## config.mk

```make
export PLATFORM = sky130hd
export DESIGN_NAME = serial_adder_ctrl_flat
export DESIGN_NICKNAME = d
export VERILOG_FILES = /design/src/rtl/serial_adder_pkg.sv /design/src/rtl/serial_adder_ctrl_if.sv /design/src/rtl/full_adder_v.sv /design/src/rtl/serial_adder_ctrl.sv /design/src/flat_wrapper.sv
export SDC_FILE = /design/constraint.sdc
export NUM_CORES = 1
export LEC_CHECK = 0
export CORE_UTILIZATION = 25
export CTS_CLUSTER_SIZE = 10
export DETAILED_ROUTE_END_ITERATION = 10
export HOLD_SLACK_MARGIN = 0.12
export PLACE_DENSITY = 0.51
export SLEW_MARGIN = 20
export SYNTH_ARGS = -nofsm -noshare
export SYNTH_HDL_FRONTEND = slang
export SYNTH_SLANG_ARGS = --single-unit
```

## constraint.sdc

```tcl
create_clock -name clk -period 1.4 [get_ports clk]
set_input_delay 0.14 -clock clk [delete_from_list [all_inputs] [get_ports clk]]
set_output_delay 0.14 -clock clk [all_outputs]
set_load 0.05 [all_outputs]
```

## src/rtl/serial_adder_pkg.sv

```systemverilog
// serial_adder_pkg: shared state encoding and default width for serial_adder_ctrl.
package serial_adder_pkg;
  typedef enum logic [1:0] {
    ST_IDLE = 2'd0,
    ST_RUN  = 2'd1,
    ST_DONE = 2'd2
  } state_t;
  localparam int DEFAULT_WIDTH = 8;
endpackage

```

## src/rtl/serial_adder_ctrl_if.sv

```systemverilog
// serial_adder_ctrl_if: operand/result handshake bundle; sub exists only with SERIAL_ADDER_SUB_EN.
interface serial_adder_ctrl_if import serial_adder_pkg::*; #(parameter int WIDTH = DEFAULT_WIDTH);
  logic             in_valid;
  logic             in_ready;
  logic [WIDTH-1:0] a;
  logic [WIDTH-1:0] b;
  logic             c_in;
`ifdef SERIAL_ADDER_SUB_EN
  logic             sub;
`endif
  logic             out_valid;
  logic             out_ready;
  logic [WIDTH-1:0] sum;
  logic             c_out;
  logic             busy;
  modport slave (
`ifdef SERIAL_ADDER_SUB_EN
    input  sub,
`endif
    input  in_valid, a, b, c_in, out_ready,
    output in_ready, out_valid, sum, c_out, busy
  );
  modport master (
`ifdef SERIAL_ADDER_SUB_EN
    output sub,
`endif
    output in_valid, a, b, c_in, out_ready,
    input  in_ready, out_valid, sum, c_out, busy
  );
endinterface

```

## src/rtl/full_adder_v.sv

```systemverilog
// full_adder_v: one-bit full adder cell used as the serial datapath slice.
module full_adder_v (
  input  logic a,
  input  logic b,
  input  logic c_in,
  output logic sum,
  output logic c_out
);
  assign sum   = a ^ b ^ c_in;
  assign c_out = (a & b) | (c_in & (a ^ b));
endmodule

```

## src/rtl/serial_adder_ctrl.sv

```systemverilog
// serial_adder_ctrl: bit-serial WIDTH-bit adder around full_adder_v, LSB first.
// SERIAL_ADDER_SUB_EN adds a subtract mode (a + ~b + 1) selected by bus.sub.
module serial_adder_ctrl import serial_adder_pkg::*; #(parameter int WIDTH = DEFAULT_WIDTH) (
  input logic clk,
  input logic rst_n,
  serial_adder_ctrl_if.slave bus
);
  localparam int CW = (WIDTH > 1) ? $clog2(WIDTH) : 1;
  state_t           state_q, state_d;
  logic [WIDTH-1:0] a_sh_q, a_sh_d, b_sh_q, b_sh_d, sum_sh_q, sum_sh_d;
  logic [CW-1:0]    cnt_q, cnt_d;
  logic             carry_q, carry_d, fa_sum, fa_c_out, sub_w;
`ifdef SERIAL_ADDER_SUB_EN
  assign sub_w = bus.sub;
`else
  assign sub_w = 1'b0;
`endif
  full_adder_v u_fa (
    .a     (a_sh_q[0]),
    .b     (b_sh_q[0]),
    .c_in  (carry_q),
    .sum   (fa_sum),
    .c_out (fa_c_out)
  );
  always_ff @(posedge clk) begin
    if (!rst_n) begin
      state_q  <= ST_IDLE;
      a_sh_q   <= '0;
      b_sh_q   <= '0;
      sum_sh_q <= '0;
      carry_q  <= 1'b0;
      cnt_q    <= '0;
    end else begin
      state_q  <= state_d;
      a_sh_q   <= a_sh_d;
      b_sh_q   <= b_sh_d;
      sum_sh_q <= sum_sh_d;
      carry_q  <= carry_d;
      cnt_q    <= cnt_d;
    end
  end
  always_comb begin
    state_d  = state_q;
    a_sh_d   = a_sh_q;
    b_sh_d   = b_sh_q;
    sum_sh_d = sum_sh_q;
    carry_d  = carry_q;
    cnt_d    = cnt_q;
    case (state_q)
      ST_IDLE: if (bus.in_valid) begin
        a_sh_d  = bus.a;
        b_sh_d  = sub_w ? ~bus.b : bus.b;
        carry_d = sub_w ? 1'b1 : bus.c_in;
        cnt_d   = '0;
        state_d = ST_RUN;
      end
      ST_RUN: begin
        // concatenate then shift so the WIDTH=1 case needs no special slice
        sum_sh_d = WIDTH'({fa_sum, sum_sh_q} >> 1);
        a_sh_d   = a_sh_q >> 1;
        b_sh_d   = b_sh_q >> 1;
        carry_d  = fa_c_out;
        cnt_d    = cnt_q + CW'(1);
        state_d  = (cnt_q == CW'(WIDTH - 1)) ? ST_DONE : ST_RUN;
      end
      ST_DONE: state_d = bus.out_ready ? ST_IDLE : ST_DONE;
      default: state_d = ST_IDLE;
    endcase
  end
  assign bus.in_ready  = state_q == ST_IDLE;
  assign bus.out_valid = state_q == ST_DONE;
  assign bus.busy      = state_q != ST_IDLE;
  assign bus.sum       = (state_q == ST_DONE) ? sum_sh_q : '0;
  assign bus.c_out     = (state_q == ST_DONE) && carry_q;
endmodule

```

## src/flat_wrapper.sv

```systemverilog
// flat-port wrapper written by rule: the top's interface ports become plain ports
module serial_adder_ctrl_flat import serial_adder_pkg::*;
#(parameter int WIDTH = DEFAULT_WIDTH)
  (clk, rst_n, bus_in_valid, bus_a, bus_b, bus_c_in, bus_out_ready, bus_in_ready, bus_out_valid, bus_sum, bus_c_out, bus_busy);
  serial_adder_ctrl_if #(.WIDTH(WIDTH)) bus_i ();
  input logic clk;
  input logic rst_n;
  input wire logic [$bits(bus_i.in_valid)-1:0] bus_in_valid;
  input wire logic [$bits(bus_i.a)-1:0] bus_a;
  input wire logic [$bits(bus_i.b)-1:0] bus_b;
  input wire logic [$bits(bus_i.c_in)-1:0] bus_c_in;
  input wire logic [$bits(bus_i.out_ready)-1:0] bus_out_ready;
  output wire logic [$bits(bus_i.in_ready)-1:0] bus_in_ready;
  output wire logic [$bits(bus_i.out_valid)-1:0] bus_out_valid;
  output wire logic [$bits(bus_i.sum)-1:0] bus_sum;
  output wire logic [$bits(bus_i.c_out)-1:0] bus_c_out;
  output wire logic [$bits(bus_i.busy)-1:0] bus_busy;
  assign bus_i.in_valid = bus_in_valid;
  assign bus_i.a = bus_a;
  assign bus_i.b = bus_b;
  assign bus_i.c_in = bus_c_in;
  assign bus_i.out_ready = bus_out_ready;
  assign bus_in_ready = bus_i.in_ready;
  assign bus_out_valid = bus_i.out_valid;
  assign bus_sum = bus_i.sum;
  assign bus_c_out = bus_i.c_out;
  assign bus_busy = bus_i.busy;
  serial_adder_ctrl #(.WIDTH(WIDTH)) u_core (.clk(clk), .rst_n(rst_n), .bus(bus_i));
endmodule
```

==> flow_metrics.env, run 1 <==
export IMPL_postCtsHoldBufs=0
export IMPL_sequential_cell_area_in_the_final_layout_um2=608
export IMPL_critical_path_cell_chain="and2b_4 -> and2_2 -> buf_12"
export IMPL_die_y_um=77.2
export IMPL_floorplan_initialDensity=0.259
export IMPL_post_drt_antenna_nets=0
export IMPL_htree_levels=2
export IMPL_grt_overflow_total=0
export IMPL_switching_share=0.262
export IMPL_cell_internal_pwr_mw=1.40
export IMPL_class_of_the_tightest_hold_or_removal_check="reg2reg"
export IMPL_slew_viol_final=0
export IMPL_maxClockFrequency_ghz=0.728
export IMPL_ys_warnings_count=0
export IMPL_timing_worst_slew_pin_value_ps=360
export IMPL_grt_setup_unrepaired="yes"
export IMPL_data_required_time_at_the_worst_endpoint_ps=1260
export IMPL_drtIter0Drc=88
export IMPL_power_switching_mw=0.496
export IMPL_root_buffer="clkbuf_8"
export IMPL_finalSetupViolations=0
export IMPL_finalCritPeriodShare=0.981
export IMPL_setup_tns_ps=0
export IMPL_slowest_delay_ps=360
export IMPL_insertion_delay_ps=280
export IMPL_total_leakage_power_nw=0.795
export IMPL_ys_types=28
export IMPL_pwr_share_comb=0.160
export IMPL_n_fill_cell=561
export IMPL_num_antenna_cells=0
export IMPL_horizontal_die_dimension_um=77.2
export IMPL_clock_buffers_created_by_tritoncts=5
export IMPL_syn_avg_cell_area_um2=9.31
export IMPL_ys_seq_elements=30
export IMPL_grt_antenna_before_repair=0
export IMPL_grt_util_all_layers=0.110
export IMPL_floorplan_io_pins=33
export IMPL_first_pass_iters=4
export IMPL_path_class="reg2out"
export IMPL_critical_path_max_fanout=6
export IMPL_design_power_total_mw=1.90
export IMPL_port_buffers=32
export IMPL_synth_top_flop_cell="dfxtp_1"
export IMPL_power_per_cell_area_nw_per_um2=910
export IMPL_via_total_after_detailed_routing=1130
export IMPL_via_per_inst=4.31
export IMPL_outcome="finished, final reports clean"
export IMPL_final_hold_viol_count=0
export IMPL_core_area_um2=5470
export IMPL_syn_instance_count=152
export IMPL_grt_first_pass_wirelength_um=5010
export IMPL_finalNetCount=214
export IMPL_multi_input_comb_area_um2=739
export IMPL_mostFrequentLayoutCell="nor2_1"
export IMPL_async_flop_share=0
export IMPL_rows=27
export IMPL_crit_buf_inv=1
export IMPL_critical_path_arrival_ps=1230
export IMPL_slew_headroom=0.760
export IMPL_dpl_hpwl_um=1980
export IMPL_clkSinkCount=30
export IMPL_first_global_vias=1036
export IMPL_post_synth_instance_area_um2=1420
export IMPL_critPathLaunchType="flip-flop"
export IMPL_floorplan_die_area_um2=5970
export IMPL_fin_worst_hold_slack_ps=464
export IMPL_fraction_of_layout_instances_using_a_drive_strength_above_1=0.305
export IMPL_syn2layout_area_growth_pct=47.3
export IMPL_crit_path_end_kind="output port"
export IMPL_crit_path_top_delay_cell="dfxtp_4"
export IMPL_max_cap_viol_count=0
export IMPL_routed_wl_um=3030
export IMPL_number_of_enable_type_register_cells_in_the_synthesized_netlist=0
export IMPL_synth_net_count=176
export IMPL_min_period_ps=1370
export IMPL_clockBufferDepth=2
export IMPL_ir_drop_mv=0.301
export IMPL_routabilityCongestion=0.667
export IMPL_wl_per_cell_um=11.6
export IMPL_timing_clock_skew_ps=5.40
export IMPL_clkPwrFrac=0.345
export IMPL_cts_reportedPaths_clkPinSlew_ps=60
export IMPL_synth_yosys_seq_area_share=0.424
export IMPL_tritoncts="done"
export IMPL_highest_count_cells_in_the_layout_ignoring_fill_and_taps="31 x nor2_1, 28 x dfxtp_1, 20 x clkdlybuf4s50_1"
export IMPL_power_sequential_fraction=0.495
export IMPL_worst_path_dominant_cell_family="simple AND/OR/NAND/NOR gates"
export IMPL_largest_net_degree_at_the_start_of_global_routing=31
export IMPL_drc=0
-- layer usage --
layer	vias up	track usage	routed length, µm
met5	-	0	0
met4	0	0.0509	44
met3	5	0.0417	132
met2	27	0.162	1430
met1	502	0.142	1420
li1	596	-	-
-- cells in the mapped netlist (2+ instances only) --
cell type,instances,area (µm²)
nor2_1,31,116
dfxtp_1,30,601
nand2_1,16,60.1
and2_1,10,62.6
o221ai_2,10,150
a21boi_0,9,67.6
buf_2,5,25.0
clkbuf_1,5,18.8
o221ai_1,5,43.8
nor2b_1,4,25.0
a22oi_1,3,22.5
inv_1,3,11.3
buf_6,2,22.5
ha_1,2,25.0
mux2i_1,2,20.0
o21ai_0,2,10.0
or4bb_1,2,22.5
-- repair_timing --
action	4_1_cts	5_1_grt
resized for setup	8	6
pin swaps	0	1
buffers inserted	2	2
gates cloned	1	0
setup endpoints to repair	12	10
-- cell type report --
| type | count | area share |
|---|---|---|
| timing repair buffer | 44 | 0.267 |
| clock buffer | 5 | 0.0330 |
| sequential | 30 | 0.292 |
| clock inverter | 2 | 0.00480 |
| tap | 72 | 0.0432 |
| inverter | 3 | 0.00540 |
| multi-input combinational | 106 | 0.355 |
-- cells by family (layout without fill, tap and decap cells) --
group | Yosys count | after routing | synth area share
and+or+nand+nor | 68 | 69 | 0.230
muxes | 2 | 2 | 0.0141
DFF | 30 | 30 | 0.424
adders and majority gates | 3 | 3 | 0.0318
buffers and inverters | 17 | 54 | 0.0743
AOI/OAI and AO/OA | 32 | 32 | 0.225
-- per-stage QoR --
step,util,cell area [µm²],cells,worst slack [ps]
2_1_floorplan,-,1430,152,-41.0
3_3_place_gp,0.356,1950,250,-159
3_5_place_dp,0.356,1950,250,-208
4_1_cts,0.377,2060,260,-7.51
5_1_grt,0.381,2080,262,-20.0
6_report,0.381,2080,262,25.9
-- sequential cells by signal, indices dropped and copies added, names as in the netlist --
name             count
u_core.state_q       2
u_core.a_sh_q        8
u_core.cnt_q         3
u_core.sum_sh_q      8
u_core.carry_q       1
u_core.b_sh_q        8
-- path summary, 6_finish.rpt --
path / start / to / slack, ps / cells after the start
worst max-delay path: u_core.state_q[0]$_SDFFE_PN0P_ / bus_sum[3] / 30 / 3
worst min-delay path: u_core.sum_sh_q[0]$_SDFFE_PN0N_ / u_core.sum_sh_q[0]$_SDFFE_PN0N_ / 460 / 2
worst max register to register: u_core.state_q[0]$_SDFFE_PN0P_ / u_core.a_sh_q[2]$_SDFFE_PN0P_ / 90 / 3
worst min register to register: u_core.sum_sh_q[0]$_SDFFE_PN0N_ / u_core.sum_sh_q[0]$_SDFFE_PN0N_ / 460 / 2
-- power groups by stage --
stage	clock network [mW]	registers (mW)	logic (mW)
2_1_floorplan	0	0.951	0.191
3_3_place_gp	0	0.961	0.299
3_5_place_dp	0	0.961	0.300
4_1_cts	0.675	0.941	0.309
5_1_grt	0.716	0.947	0.333
6_report	0.654	0.939	0.304
-- tightest hold or removal path, cell delays in order (launching register included) --
cell	delay, ps
dfxtp_1	310
nand2_1	50
a21boi_0	60
(Power assumes the default switching activity.)
==> run 2, diff against run 1 <==
--- a/config.mk
+++ b/config.mk
@@ -5,6 +5,7 @@
 export SDC_FILE = /design/constraint.sdc
 export NUM_CORES = 1
 export LEC_CHECK = 0
+export CAP_MARGIN = 30
 export CORE_UTILIZATION = 25
 export CTS_CLUSTER_SIZE = 10
 export DETAILED_ROUTE_END_ITERATION = 10
==> results of run 2 <==
No change in the layout: final DEF, timing and power equal those of run 1.
==> run 3, diff against run 2 <==
--- a/config.mk
+++ b/config.mk
@@ -10,7 +10,6 @@
 export CTS_CLUSTER_SIZE = 10
 export DETAILED_ROUTE_END_ITERATION = 10
 export HOLD_SLACK_MARGIN = 0.12
-export PLACE_DENSITY = 0.51
 export SLEW_MARGIN = 20
 export SYNTH_ARGS = -nofsm -noshare
 export SYNTH_HDL_FRONTEND = slang
==> constraint.sdc (replaced) <==
create_clock -name clk -period 1.6 [get_ports clk]
set_input_delay 0.16 -clock clk [delete_from_list [all_inputs] [get_ports clk]]
set_output_delay 0.16 -clock clk [all_outputs]
set_load 0.05 [all_outputs]
==> flow_metrics.env, run 3 (same netlist as run 1, synthesis figures left out) <==
export IMPL_outcome="finished, final reports clean"
export IMPL_num_antenna_cells=0
export IMPL_class_of_the_tightest_hold_or_removal_check="reg2reg"
export IMPL_timing_final_ws_setup_ps=95.0
export IMPL_ir_drop_mv=0.283
export IMPL_finalCritPeriodShare=0.941
export IMPL_horizontal_die_dimension_um=77.2
export IMPL_grt_setup_unrepaired="no"
export IMPL_clkPwrFrac=0.399
export IMPL_finalSetupViolations=0
export IMPL_tritoncts="done"
export IMPL_final_hold_viol_count=0
export IMPL_pwr_share_comb=0.141
export IMPL_sequential_cell_area_in_the_final_layout_um2=603
export IMPL_dp_cells=249
export IMPL_grt_antenna_before_repair=0
export IMPL_via_total_after_detailed_routing=1112
export IMPL_path_class="reg2out"
export IMPL_mostFrequentLayoutCell="nor2_1"
export IMPL_first_pass_iters=4
export IMPL_root_buffer="clkbuf_8"
export IMPL_max_cap_viol_count=0
export IMPL_critical_path_arrival_ps=1350
export IMPL_dpl_worst_slack_ps=-17.7
export IMPL_floorplan_die_area_um2=5970
export IMPL_clockBufferDepth=2
export IMPL_finalNetCount=208
export IMPL_floorplan_initialDensity=0.259
export IMPL_critPathLaunchType="flip-flop"
export IMPL_layout_cells_non_filler=257
export IMPL_fraction_of_layout_instances_using_a_drive_strength_above_1=0.232
export IMPL_grt_overflow_total=0
export IMPL_clkSinkCount=30
export IMPL_htree_levels=2
export IMPL_insertion_delay_ps=280
export IMPL_grt_first_pass_wirelength_um=4830
export IMPL_min_period_ps=1510
export IMPL_fin_worst_hold_slack_ps=457
export IMPL_maxClockFrequency_ghz=0.664
export IMPL_slew_viol_final=0
export IMPL_floorplan_io_pins=33
export IMPL_power_sequential_fraction=0.460
export IMPL_multi_input_comb_area_um2=712
export IMPL_port_buffers=32
export IMPL_drc=0
export IMPL_clock_buffers_created_by_tritoncts=5
export IMPL_power_switching_mw=0.430
export IMPL_finished_core_util=0.371
export IMPL_routed_wl_um=2850
export IMPL_post_drt_antenna_nets=0
export IMPL_cell_internal_pwr_mw=1.36
export IMPL_design_area_um2=2030
export IMPL_routabilityCongestion=0.686
export IMPL_cts_reportedPaths_clkPinSlew_ps=60
export IMPL_largest_net_degree_at_the_start_of_global_routing=31
export IMPL_drtIter0Drc=76
export IMPL_syn2layout_area_growth_pct=43.6
export IMPL_timing_clock_skew_ps=1.93
export IMPL_timing_worst_slew_pin_value_ps=347
export IMPL_grt_util_all_layers=0.105
export IMPL_power_per_cell_area_nw_per_um2=882
export IMPL_n_fill_cell=566
export IMPL_highest_count_cells_in_the_layout_ignoring_fill_and_taps="31 x nor2_1, 28 x dfxtp_1, 20 x clkdlybuf4s50_1"
export IMPL_count_of_buffers_added_by_post_cts_timing_repair_for_setup=0
export IMPL_switching_share=0.240
export IMPL_critical_path_max_fanout=8
export IMPL_crit_path_end_kind="output port"
export IMPL_data_required_time_at_the_worst_endpoint_ps=1440
export IMPL_placed_area_um2=1920
export IMPL_die_y_um=77.2
export IMPL_wl_per_cell_um=11.1
export IMPL_via_per_inst=4.33
export IMPL_dpl_hpwl_um=2040
export IMPL_largest_registers="u_core.a_sh_q: 8 flops, u_core.b_sh_q: 8 flops, u_core.sum_sh_q: 8 flops"
export IMPL_slew_headroom=0.769
export IMPL_rows=27
export IMPL_core_area_um2=5470
export IMPL_total_leakage_power_nw=0.762
export IMPL_postCtsHoldBufs=0
export IMPL_first_global_vias=1040
[run 3: cell count changes in the layout (fill, tap and decap cells not counted), moves of 2 or more]
cell / delta
dfxtp_2: +2
and2_1: +9
and2_4: -4
clkinv_2: -2
and2_2: -5
clkbuf_8: +3
dfxtp_4: -2
buf_4: -2
[run 3: through the flow]
step | TNS [ps] | power, mW
6_report | 0 | 1.79
5_1_grt | 0 | 1.88
4_1_cts | 0 | 1.81
3_5_place_dp | -22.2 | 1.10
3_3_place_gp | 0 | 1.09
2_1_floorplan | 0 | 0.999
[run 3: repair_timing]
action / in CTS / in global routing
endpoints found under the setup margin: 9 / 10
gates cloned: 0 / 0
resized for setup: 2 / 2
[run 3: area by class of cell]
class | count | share of cell area
tap | 72 | 0.0443
multi-input combinational | 105 | 0.350
clock buffer | 8 | 0.0542
inverter | 3 | 0.00554
timing repair buffer | 39 | 0.249
sequential | 30 | 0.297
[run 3: worst paths after layout]
path | from | end | slack (ps) | cells past startpoint
setup / recovery | u_core.state_q[0]$_SDFFE_PN0P_ | bus_in_ready | 90 | 4
hold / removal | u_core.sum_sh_q[0]$_SDFFE_PN0N_ | u_core.sum_sh_q[0]$_SDFFE_PN0N_ | 460 | 2
setup reg to reg | u_core.state_q[0]$_SDFFE_PN0P_ | u_core.sum_sh_q[5]$_SDFFE_PN0N_ | 300 | 5
hold reg to reg | u_core.sum_sh_q[0]$_SDFFE_PN0N_ | u_core.sum_sh_q[0]$_SDFFE_PN0N_ | 460 | 2
[run 3: power by group through the flow]
stage / combinational (mW) / sequential [mW] / clock [mW]
global route: 0.279 / 0.830 / 0.776
global placement: 0.253 / 0.840 / 0
finish: 0.252 / 0.824 / 0.716
detailed placement: 0.256 / 0.841 / 0
CTS: 0.256 / 0.825 / 0.733
floorplan: 0.167 / 0.832 / 0
[run 3: critical path, stage by stage, from the launching register on]
cell     delay [ps]
dfxtp_2         350
buf_4           150
or2_2           320
inv_1           100
buf_12          140
[run 3: routing by layer]
metal,part of all wire,up-vias,global-route usage
met4,0.015,0,0.0396
li1,-,585,-
met1,0.48,501,0.129
met2,0.46,21,0.160
met5,0,-,0
met3,0.049,5,0.0440
